### src/rtl/dut_run_host_if.sv
// Processor start/done handshake, data-memory read port and dump stream
// bundled between the run host (master) and its processor/memory/sink side.
interface dut_run_host_if #(
  parameter int AW = 8,
  parameter int DW = 8
);
  logic          start;
  logic          done;
  logic [AW-1:0] mem_addr;
  logic          mem_rd_en;
  logic [DW-1:0] mem_rdata;
  logic          out_valid;
  logic [DW-1:0] out_data;
  logic          out_ready;

  modport master (
    output start, mem_addr, mem_rd_en, out_valid, out_data,
    input  done, mem_rdata, out_ready
  );

  modport slave (
    input  start, mem_addr, mem_rd_en, out_valid, out_data,
    output done, mem_rdata, out_ready
  );
endinterface

### src/rtl/dut_run_host.sv
// Host-side run sequencer: pulses start, times the processor until done,
// then reads a window of data memory and streams it out word by word.
//
// state    | meaning
// ---------+-------------------------------------------------------------
// IDLE     | waiting for go; status outputs hold the last run's result
// START    | start held high for START_CYCLES cycles; done ignored
// RUN      | counting cycles until done or timeout
// DUMP_REQ | read strobe for word base+idx
// DUMP_CAP | memory data returning, latched into out_data
// DUMP_OUT | out_valid high until the sink takes the word
// FINISH   | one-cycle finished pulse, then back to IDLE
module dut_run_host #(
  parameter int AW           = 8,
  parameter int DW           = 8,
  parameter int CW           = 16,
  parameter int START_CYCLES = 2
) (
  input  logic             CLK,
  input  logic             reset_n,
  input  logic             go,
  input  logic [AW-1:0]    rd_base,
  input  logic [AW:0]      rd_len,
  input  logic [CW-1:0]    max_cycles,
  dut_run_host_if.master   bus,
  output logic             busy,
  output logic [CW-1:0]    run_cycles,
  output logic             timed_out,
  output logic             finished
);

  localparam int SW = (START_CYCLES > 1) ? $clog2(START_CYCLES) : 1;

  typedef enum logic [2:0] {
    IDLE,
    START,
    RUN,
    DUMP_REQ,
    DUMP_CAP,
    DUMP_OUT,
    FINISH
  } state_t;

  state_t        state;
  logic [AW-1:0] base_q;
  logic [AW:0]   len_q;
  logic [CW-1:0] max_q;
  logic [AW:0]   idx;
  logic [SW-1:0] start_cnt;
  logic [AW:0]   idx_nxt;

  assign idx_nxt = idx + (AW+1)'(1);

  always_ff @(posedge CLK or negedge reset_n) begin
    if (!reset_n) begin
      state         <= IDLE;
      base_q        <= '0;
      len_q         <= '0;
      max_q         <= '0;
      idx           <= '0;
      start_cnt     <= '0;
      bus.start     <= 1'b0;
      bus.mem_addr  <= '0;
      bus.mem_rd_en <= 1'b0;
      bus.out_valid <= 1'b0;
      bus.out_data  <= '0;
      busy          <= 1'b0;
      run_cycles    <= '0;
      timed_out     <= 1'b0;
      finished      <= 1'b0;
    end else begin
      bus.mem_rd_en <= 1'b0;
      finished      <= 1'b0;
      case (state)
        IDLE: begin
          if (go) begin
            base_q     <= rd_base;
            len_q      <= rd_len;
            max_q      <= max_cycles;
            idx        <= '0;
            run_cycles <= '0;
            timed_out  <= 1'b0;
            start_cnt  <= SW'(START_CYCLES - 1);
            bus.start  <= 1'b1;
            busy       <= 1'b1;
            state      <= START;
          end
        end
        START: begin
          if (start_cnt == '0) begin
            bus.start <= 1'b0;
            state     <= RUN;
          end else begin
            start_cnt <= start_cnt - SW'(1);
          end
        end
        RUN: begin
          // done is checked first so a simultaneous timeout never wins
          if (bus.done) begin
            if (len_q != '0) begin
              bus.mem_rd_en <= 1'b1;
              bus.mem_addr  <= base_q;
              state         <= DUMP_REQ;
            end else begin
              finished <= 1'b1;
              state    <= FINISH;
            end
          end else if (max_q != '0 && run_cycles == max_q - CW'(1)) begin
            timed_out <= 1'b1;
            finished  <= 1'b1;
            state     <= FINISH;
          end else if (run_cycles != '1) begin
            run_cycles <= run_cycles + CW'(1);
          end
        end
        DUMP_REQ: begin
          state <= DUMP_CAP;
        end
        DUMP_CAP: begin
          bus.out_data  <= bus.mem_rdata;
          bus.out_valid <= 1'b1;
          state         <= DUMP_OUT;
        end
        DUMP_OUT: begin
          if (bus.out_ready) begin
            bus.out_valid <= 1'b0;
            idx           <= idx_nxt;
            if (idx_nxt == len_q) begin
              finished <= 1'b1;
              state    <= FINISH;
            end else begin
              bus.mem_rd_en <= 1'b1;
              bus.mem_addr  <= base_q + idx_nxt[AW-1:0];
              state         <= DUMP_REQ;
            end
          end
        end
        FINISH: begin
          busy  <= 1'b0;
          state <= IDLE;
        end
        default: state <= IDLE;
      endcase
    end
  end

endmodule

### src/flat_wrapper.sv
// flat-port wrapper written by rule: the top's interface ports become plain ports
module dut_run_host_flat 
#(
  parameter int AW           = 8,
  parameter int DW           = 8,
  parameter int CW           = 16,
  parameter int START_CYCLES = 2
)
  (CLK, reset_n, go, rd_base, rd_len, max_cycles, busy, run_cycles, timed_out, finished, bus_start, bus_mem_addr, bus_mem_rd_en, bus_out_valid, bus_out_data, bus_done, bus_mem_rdata, bus_out_ready);
  dut_run_host_if #(.AW(AW), .DW(DW)) bus_i ();
  input  logic CLK;
  input  logic reset_n;
  input  logic go;
  input  logic [AW-1:0] rd_base;
  input  logic [AW:0] rd_len;
  input  logic [CW-1:0] max_cycles;
  output logic busy;
  output logic [CW-1:0] run_cycles;
  output logic timed_out;
  output logic finished;
  output wire logic [$bits(bus_i.start)-1:0] bus_start;
  output wire logic [$bits(bus_i.mem_addr)-1:0] bus_mem_addr;
  output wire logic [$bits(bus_i.mem_rd_en)-1:0] bus_mem_rd_en;
  output wire logic [$bits(bus_i.out_valid)-1:0] bus_out_valid;
  output wire logic [$bits(bus_i.out_data)-1:0] bus_out_data;
  input wire logic [$bits(bus_i.done)-1:0] bus_done;
  input wire logic [$bits(bus_i.mem_rdata)-1:0] bus_mem_rdata;
  input wire logic [$bits(bus_i.out_ready)-1:0] bus_out_ready;
  assign bus_start = bus_i.start;
  assign bus_mem_addr = bus_i.mem_addr;
  assign bus_mem_rd_en = bus_i.mem_rd_en;
  assign bus_out_valid = bus_i.out_valid;
  assign bus_out_data = bus_i.out_data;
  assign bus_i.done = bus_done;
  assign bus_i.mem_rdata = bus_mem_rdata;
  assign bus_i.out_ready = bus_out_ready;
  dut_run_host #(.AW(AW), .DW(DW), .CW(CW), .START_CYCLES(START_CYCLES)) u_core (.CLK(CLK), .reset_n(reset_n), .go(go), .rd_base(rd_base), .rd_len(rd_len), .max_cycles(max_cycles), .bus(bus_i), .busy(busy), .run_cycles(run_cycles), .timed_out(timed_out), .finished(finished));
endmodule
### config.mk
export PLATFORM = sky130hd
export DESIGN_NAME = dut_run_host_flat
export DESIGN_NICKNAME = d
export VERILOG_FILES = /design/src/rtl/dut_run_host_if.sv /design/src/rtl/dut_run_host.sv /design/src/flat_wrapper.sv
export SDC_FILE = /design/constraint.sdc
export NUM_CORES = 1
export LEC_CHECK = 0
export CAP_MARGIN = 20
export CORE_UTILIZATION = 50
export CTS_CLUSTER_DIAMETER = 150
export DETAILED_ROUTE_END_ITERATION = 6
export HOLD_SLACK_MARGIN = 0.15
export PLACE_DENSITY = 0.86
export SLEW_MARGIN = 40
export SYNTH_ARGS = -nofsm -noshare
export SYNTH_HDL_FRONTEND = slang
export SYNTH_SLANG_ARGS = --single-unit
### constraint.sdc
create_clock -name CLK -period 6.8 [get_ports CLK]
set_clock_uncertainty 0.05 [all_clocks]
set_input_delay 1.36 -clock CLK [delete_from_list [all_inputs] [get_ports CLK]]
set_output_delay 1.36 -clock CLK [all_outputs]
set_load 0.02 [all_outputs]
==> metrics.csv, run 1 <==
stage,metric,value,unit
floorplanning,coreArea,9240,sq um
floorplanning,fp.dieArea,9950,sq um
place,dp_hpwl,8.29,mm
global_route,antenna_found_initial,0,
synthesis,ys.flop_type,dfrtp_1,
clocking,cts_setup_buffers,0,
synthesis,ys_seq_elements,84,
synthesis,synth_enable_flop_cells,0,
clocking,holdBufCountCts,0,
route,wl_met1,4.98,mm
synthesis,avgSynthCellArea,9.24,sq um
synthesis,synth-seq-area-share,0.440,
synthesis,netlist_instances,517,
route,drt-pass1-iter-count,4,
setup_path,startpoint_type,flop,
synthesis,yosys_warnings,0,
clocking,cts.sinks,84,
synthesis,syn-cell-area,4780,sq um
power,peakVddDrop,0.000284,V
synthesis,synthAdderAreaFrac,0.0330,
synthesis,synth-async-reset-ratio,1.00,
route,routed-wl-met2,5.67,mm
global_route,grt_pass1_vias,4239,
synthesis,synthMuxAreaShare,0.0574,
min_path,holdCritPathClass,flop to flop,
sta,finalSetupViolCount,0,
clocking,path_clk_slew,0.09,ns
outcome,outcome,finished clean,
floorplanning,placementRows,35,
global_route,grt_first_pass_wirelength,19.7,mm
min_path,min_path_cells,2,
global_route,grt_max_degree,85,
layout,post-route-util,0.638,
route,routed_via_density,5.79,
layout,antenna_cells,0,
power,powerDensity,380,nW/um^2
layout,nets,650,
sta,slew_headroom,0.526,
global_route,gr-total-overflow,0,
synthesis,synth_xor_xnor_area_share,0.0762,
clocking,htreeDepth,3,
setup_path,worstPathRequired,7.01,ns
synthesis,synth_compound_area_frac,0.126,
layout,syn_to_final_growth,23.4,%
place,dp_cells,710,
layout,drive_above_1_share,0.0771,
power,p_leak,2.64,nW
sta,hold_viol_final,0,
route,wl,11.7,mm
place,place_ws,3.33,ns
clocking,cts_resized,0,
sta,fmax,0.307,GHz
sta,fin_crit_sh,0.480,
route,ant_nets,0,
floorplanning,die_w,99.7,microns
route,post_drt_wl_per_cell,16.1,microns
sta,rsz0062_at_grt,false,
setup_path,end_kind,flop,
route,first_iter_violations,246,
setup_path,path_class,flop to flop,
setup_path,critPathMaxFanout,9,
route,vias,4207,
route,highest_layer,met4,
synthesis,synthSimpleGateAreaFrac,0.236,
setup_path,cp_data_arrival_time,3.47,ns
clocking,cts-root-buf,clkbuf_8,
place,port_buffers,83,
place,gp_congestion,0.893,
job,maxCapViolCount,0,
floorplanning,initial_core_util,0.517,
floorplanning,ios,84,
sta,fin_setup_tns,0,ns
setup_path,ff2ff_path_depth,9,
layout,finalNonFillerCells,726,
synthesis,mappedNetlistNets,575,
clocking,cts_buffers,9,
clocking,cts_tree,yes,
global_route,grtUsageTotal,0.250,
sta,timing.hold.ws,0.456,ns
sta,min_period,3.26,ns
floorplanning,die_height,99.7,microns
sta,slew_viol_final,0,
synthesis,synth_top_family_by_area,simple AND/OR/NAND/NOR gates,
clocking,clock_latency,0.37,ns
route,drcViolationCount,0,
sta,tightest_slew,0.708,ns
sta,fin_ws,3.54,ns
route,dr_wl_met3,786,microns
synthesis,synth_cell_type_count,59,
clocking,clockBufferDepth,2,
worst paths after layout:
kind	from	to	slack (ns)
setup / recovery	u_core.idx[0]$_DFFE_PN0P_	u_core.bus.mem_addr[5]$_DFFE_PN0P_	3.54
hold / removal	u_core.base_q[7]$_DFFE_PN0P_	u_core.base_q[7]$_DFFE_PN0P_	0.46
setup reg to reg	u_core.idx[0]$_DFFE_PN0P_	u_core.bus.mem_addr[5]$_DFFE_PN0P_	3.54
hold reg to reg	u_core.base_q[7]$_DFFE_PN0P_	u_core.base_q[7]$_DFFE_PN0P_	0.46
max in group asynchronous	reset_n	u_core.run_cycles[15]$_DFFE_PN0P_	5.28
min in group asynchronous	reset_n	u_core.base_q[4]$_DFFE_PN0P_	0.97
layout by cell type (no fill, tap or decap), types with 12 or more instances in the layout:
| cell | n |
|---|---|
| nand2_1 | 124 |
| dfrtp_1 | 84 |
| clkdlybuf4s50_1 | 82 |
| o21ai_0 | 30 |
| xor2_1 | 24 |
| nor2_1 | 19 |
| mux2_2 | 19 |
| xnor2_1 | 15 |
| nand3_1 | 15 |
| a21oi_1 | 15 |
| nor3_1 | 12 |
final cells by class:
type,instances,area [sq um]
inverter,11,41.3
tap,129,161
sequential,84,2100
multi-input combinational,401,2520
fill,713,3350
clock inverter,5,86.3
timing repair buffer,85,850
clock buffer,11,131
cell families (layout without fill, tap and decap cells):
| kind of cell | Yosys count | count (layout) |
|---|---|---|
| adders and majority gates | 12 | 12 |
| buffers and inverters | 32 | 112 |
| AOI/OAI and AO/OA | 92 | 92 |
| DFF | 84 | 84 |
| xor gates and xnor gates | 40 | 40 |
| muxes | 25 | 25 |
| and+or+nand+nor | 232 | 232 |
through the flow:
step / total power (W) / instance area [sq um]
detailed placement: 0.00184 / 5670
finish: 0.00224 / 5890
global route: 0.00239 / 5890
floorplan: 0.00152 / 4780
CTS: 0.00224 / 5890
global placement: 0.00179 / 5670
Yosys cell counts, types with 2 or more instances:
master,number,share of area
nand2_1,124,0.097
dfrtp_1,84,0.44
o21ai_0,30,0.031
xor2_1,24,0.044
mux2_2,19,0.045
nor2_1,19,0.015
clkbuf_1,16,0.013
a21oi_1,15,0.016
nand3_1,15,0.016
xnor2_1,15,0.028
nor3_1,12,0.013
ha_1,11,0.029
and3_1,10,0.013
inv_1,10,0.0079
o31ai_1,10,0.016
or4_1,10,0.016
nand4_1,9,0.012
o211ai_1,9,0.014
or3_1,9,0.012
mux2i_1,6,0.013
and2_1,4,0.0052
nand2b_1,4,0.0052
nor4_1,4,0.0052
a21o_1,3,0.0047
nor3b_1,3,0.0047
a211oi_1,2,0.0031
a22o_1,2,0.0037
a31o_2,2,0.0037
a31oi_1,2,0.0026
and4_1,2,0.0037
buf_2,2,0.0021
buf_8,2,0.0063
o21bai_1,2,0.0031
critical path, stage by stage (launching register included):
cell and delay, ns:
dfrtp_1 0.47, ha_1 0.28, nand3_1 0.18, nor2_1 0.48, nand3_1 0.25, xnor2_1 0.21
nor4_1 0.08, and4_1 0.28, o22ai_2 0.47, mux2_2 0.41
state kept, by name, summed over array words and instances, names as in the netlist:
register,count
u_core.base_q,8
u_core.bus.mem_addr,8
u_core.bus.mem_rd_en,1
u_core.bus.out_data,8
u_core.bus.out_valid,1
u_core.bus.start,1
u_core.busy,1
u_core.finished,1
u_core.idx,9
u_core.len_q,9
u_core.max_q,16
u_core.run_cycles,16
u_core.start_cnt,1
u_core.state,3
u_core.timed_out,1
metal layers:
metal,vias to the layer above,track usage
met3,23,0.0429
li1,1977,-
met2,174,0.408
met4,0,0.119
met5,-,0
met1,2033,0.326
where the power goes:
part           internal, W  total (W)  switching [W]
registers         0.000668   0.000882       0.000214
clock network     0.000209   0.000394       0.000185
logic             0.000451   0.000963       0.000512
total              0.00133    0.00224       0.000911
Power figures use the tool's default switching activity.
==> run 2: changes to the inputs <==
==> constraint.sdc (replaced) <==
create_clock -name CLK -period 3.21 [get_ports CLK]
set_clock_uncertainty 0.05 [all_clocks]
set_input_delay 0.642 -clock CLK [delete_from_list [all_inputs] [get_ports CLK]]
set_output_delay 0.642 -clock CLK [all_outputs]
set_load 0.02 [all_outputs]
==> run 2 against run 1 <==
  * Routed wire length increased by 4.3%
  * Maximum frequency is 11% higher
  * Via count up 0.93%
==> metrics.csv, run 2 (same netlist as run 1, synthesis figures left out) <==
stage,metric,value,unit
layout,reg_top3,"u_core.max_q (16), u_core.run_cycles (16)",
layout,fillCellCount,729,
floorplanning,ios,84,
global_route,antenna_found_initial,0,
sta,timing.hold.ws,0.243,ns
setup_path,crit-reg2reg-capture,u_core.bus.mem_addr[7]$_DFFE_PN0P_,
power,swShare,0.415,
clocking,holdBufCountCts,0,
global_route,grtUsageTotal,0.256,
global_route,grt_max_degree,85,
route,drcViolationCount,0,
clocking,cts.sinks,84,
layout,ff_latch_area,2100,sq um
layout,antenna_cells,0,
layout,drive_above_1_share,0.0850,
sta,tightest_slew,0.678,ns
setup_path,startpoint_type,flop,
sta,slew_viol_final,0,
clocking,htreeDepth,3,
sta,fin_setup_tns,0,ns
global_route,gr-total-overflow,0,
global_route,grt_pass1_vias,4224,
floorplanning,coreArea,9240,sq um
place,port_buffers,83,
layout,syn_to_final_growth,24.4,%
sta,min_period,2.94,ns
clocking,cts_buffers,9,
setup_path,path_class,flop to flop,
place,gp_congestion,0.929,
route,wl,12.2,mm
sta,fmax,0.340,GHz
route,first_iter_violations,265,
power,p_sw,0.00201,W
power,clock_power_share,0.177,
setup_path,slowest_delay,0.46,ns
route,post_drt_wl_per_cell,16.7,microns
floorplanning,initial_core_util,0.517,
setup_path,worstSetupEndpoint,u_core.bus.mem_addr[7]$_DFFE_PN0P_,
setup_path,path_cells,ha_1 -> xor2_1 -> ha_1 -> a211oi_1 -> o21ai_0 -> o211ai_1 -> xnor2_1 -> nor2_1 -> xor2_1 -> mux2_2,
min_path,holdCritPathClass,primary input to asynchronous set/reset pin,
power,powerDensity,816,nW/um^2
floorplanning,die_height,99.7,microns
layout,most-common-layout-cells,"nand2_1 (124), dfrtp_1 (84), clkdlybuf4s50_1 (82)",
clocking,cts-root-buf,clkbuf_8,
route,vias,4246,
layout,stdcell_area,5940,sq um
setup_path,critPathSlowestCell,dfrtp_1,
clocking,clockBufferDepth,2,
sta,fin_crit_sh,0.917,
floorplanning,placementRows,35,
clocking,cts_tree,yes,
power,p_leak,2.66,nW
setup_path,worstReg2RegStart,u_core.idx[0]$_DFFE_PN0P_,
setup_path,cp_data_arrival_time,3.15,ns
job,maxCapViolCount,0,
setup_path,end_kind,flop,
route,drt-pass1-iter-count,5,
route,routed_via_density,5.82,
layout,multiInputGateArea,2530,sq um
global_route,grt_first_pass_wirelength,20.0,mm
sta,fin_ws,0.266,ns
setup_path,worstPathRequired,3.42,ns
route,ant_nets,0,
floorplanning,fp.dieArea,9950,sq um
layout,mostFrequentLayoutCell,nand2_1,
setup_path,r2r_slack,0.27,ns
clocking,path_clk_slew,0.09,ns
place,dp_hpwl,8.50,mm
layout,nets,653,
sta,finalSetupViolCount,0,
sta,rsz0062_at_grt,false,
power,total_power,0.00485,W
sta,hold_viol_final,0,
setup_path,critPathMaxFanout,7,
floorplanning,die_w,99.7,microns
power,pwr-share-seq,0.386,
clocking,clock_latency,0.36,ns
place,place_ws,0.296,ns
outcome,outcome,finished clean,
setup_path,cp-startpoint,u_core.idx[0]$_DFFE_PN0P_,
sta,slew_headroom,0.546,
place,dpl_cell_area,5710,sq um
power,p_int,0.00284,W
power,combPwrFrac,0.437,
setup_path,ff2ff_path_depth,10,
power,peakVddDrop,0.000461,V
==> run 2: changes by cell type in the layout (fill, tap and decap cells not counted) <==
cell | previous run | this run
buf_12 | 0 | 1
o22ai_4 | 0 | 1
and4_2 | 0 | 1
inv_6 | 0 | 2
buf_4 | 2 | 4
and4_1 | 2 | 1
clkinv_4 | 3 | 2
o22ai_2 | 1 | 0
clkbuf_1 | 2 | 1
==> run 2: worst min-delay path by stage <==
stage | startpoint | to | depth (start not counted)
floorplan | reset_n | u_core.base_q[0]$_DFFE_PN0P_ | 0
global placement | u_core.bus.out_valid$_DFFE_PN0P_ | u_core.bus.out_valid$_DFFE_PN0P_ | 1
detailed placement | u_core.timed_out$_DFFE_PN0P_ | u_core.timed_out$_DFFE_PN0P_ | 1
CTS | reset_n | u_core.bus.mem_addr[6]$_DFFE_PN0P_ | 1
global route | reset_n | u_core.len_q[1]$_DFFE_PN0P_ | 1
finish | reset_n | u_core.bus.mem_addr[6]$_DFFE_PN0P_ | 1
==> run 2: final cells by class <==
type | count | area share
sequential | 84 | 0.354
tap | 129 | 0.0272
timing repair buffer | 88 | 0.149
inverter | 11 | 0.00695
multi-input combinational | 401 | 0.426
clock inverter | 6 | 0.0160
clock buffer | 10 | 0.0215
==> run 2: power groups by stage <==
| stage | Sequential [W] | Combinational (W) | Clock [W] |
|---|---|---|---|
| detailed placement | 0.00187 | 0.00206 | 0 |
| global route | 0.00192 | 0.00232 | 0.000907 |
| floorplan | 0.00187 | 0.00136 | 0 |
| CTS | 0.00186 | 0.00210 | 0.000864 |
| global placement | 0.00185 | 0.00197 | 0 |
| finish | 0.00187 | 0.00212 | 0.000858 |
==> run 2: timing repair <==
action | CTS | global route
hold endpoints to repair | 0 | 0
buffers inserted | 0 | 0
gates resized for setup | 0 | 2
endpoints found under the setup margin | 0 | 8
==> run 2: per-stage QoR <==
step,utilization,std cells
after floorplan,-,517
after detailed placement,0.618,713
final,0.643,729
after CTS,0.642,729
after global placement,0.617,713
after global routing,0.643,729
==> run 2: metal layers <==
layer,part of all wire,vias up,global-route usage,routed length (microns)
li1,-,1978,-,-
met1,0.42,2047,0.333,5090
met2,0.49,191,0.429,6030
met3,0.065,30,0.0351,789
met4,0.024,0,0.112,294
met5,0,-,0,0
==> run 2: critical path, delay by kind of cell (launching register included) <==
| family | cells | cell delay, ns |
|---|---|---|
| multiplexers | 1 | 0.26 |
| XOR/XNOR | 3 | 0.63 |
| AO/OA/AOI/OAI | 3 | 0.71 |
| adder cells (fa/ha/maj) | 2 | 0.63 |
| flip-flops | 1 | 0.46 |
| AND/OR/NAND/NOR | 1 | 0.09 |
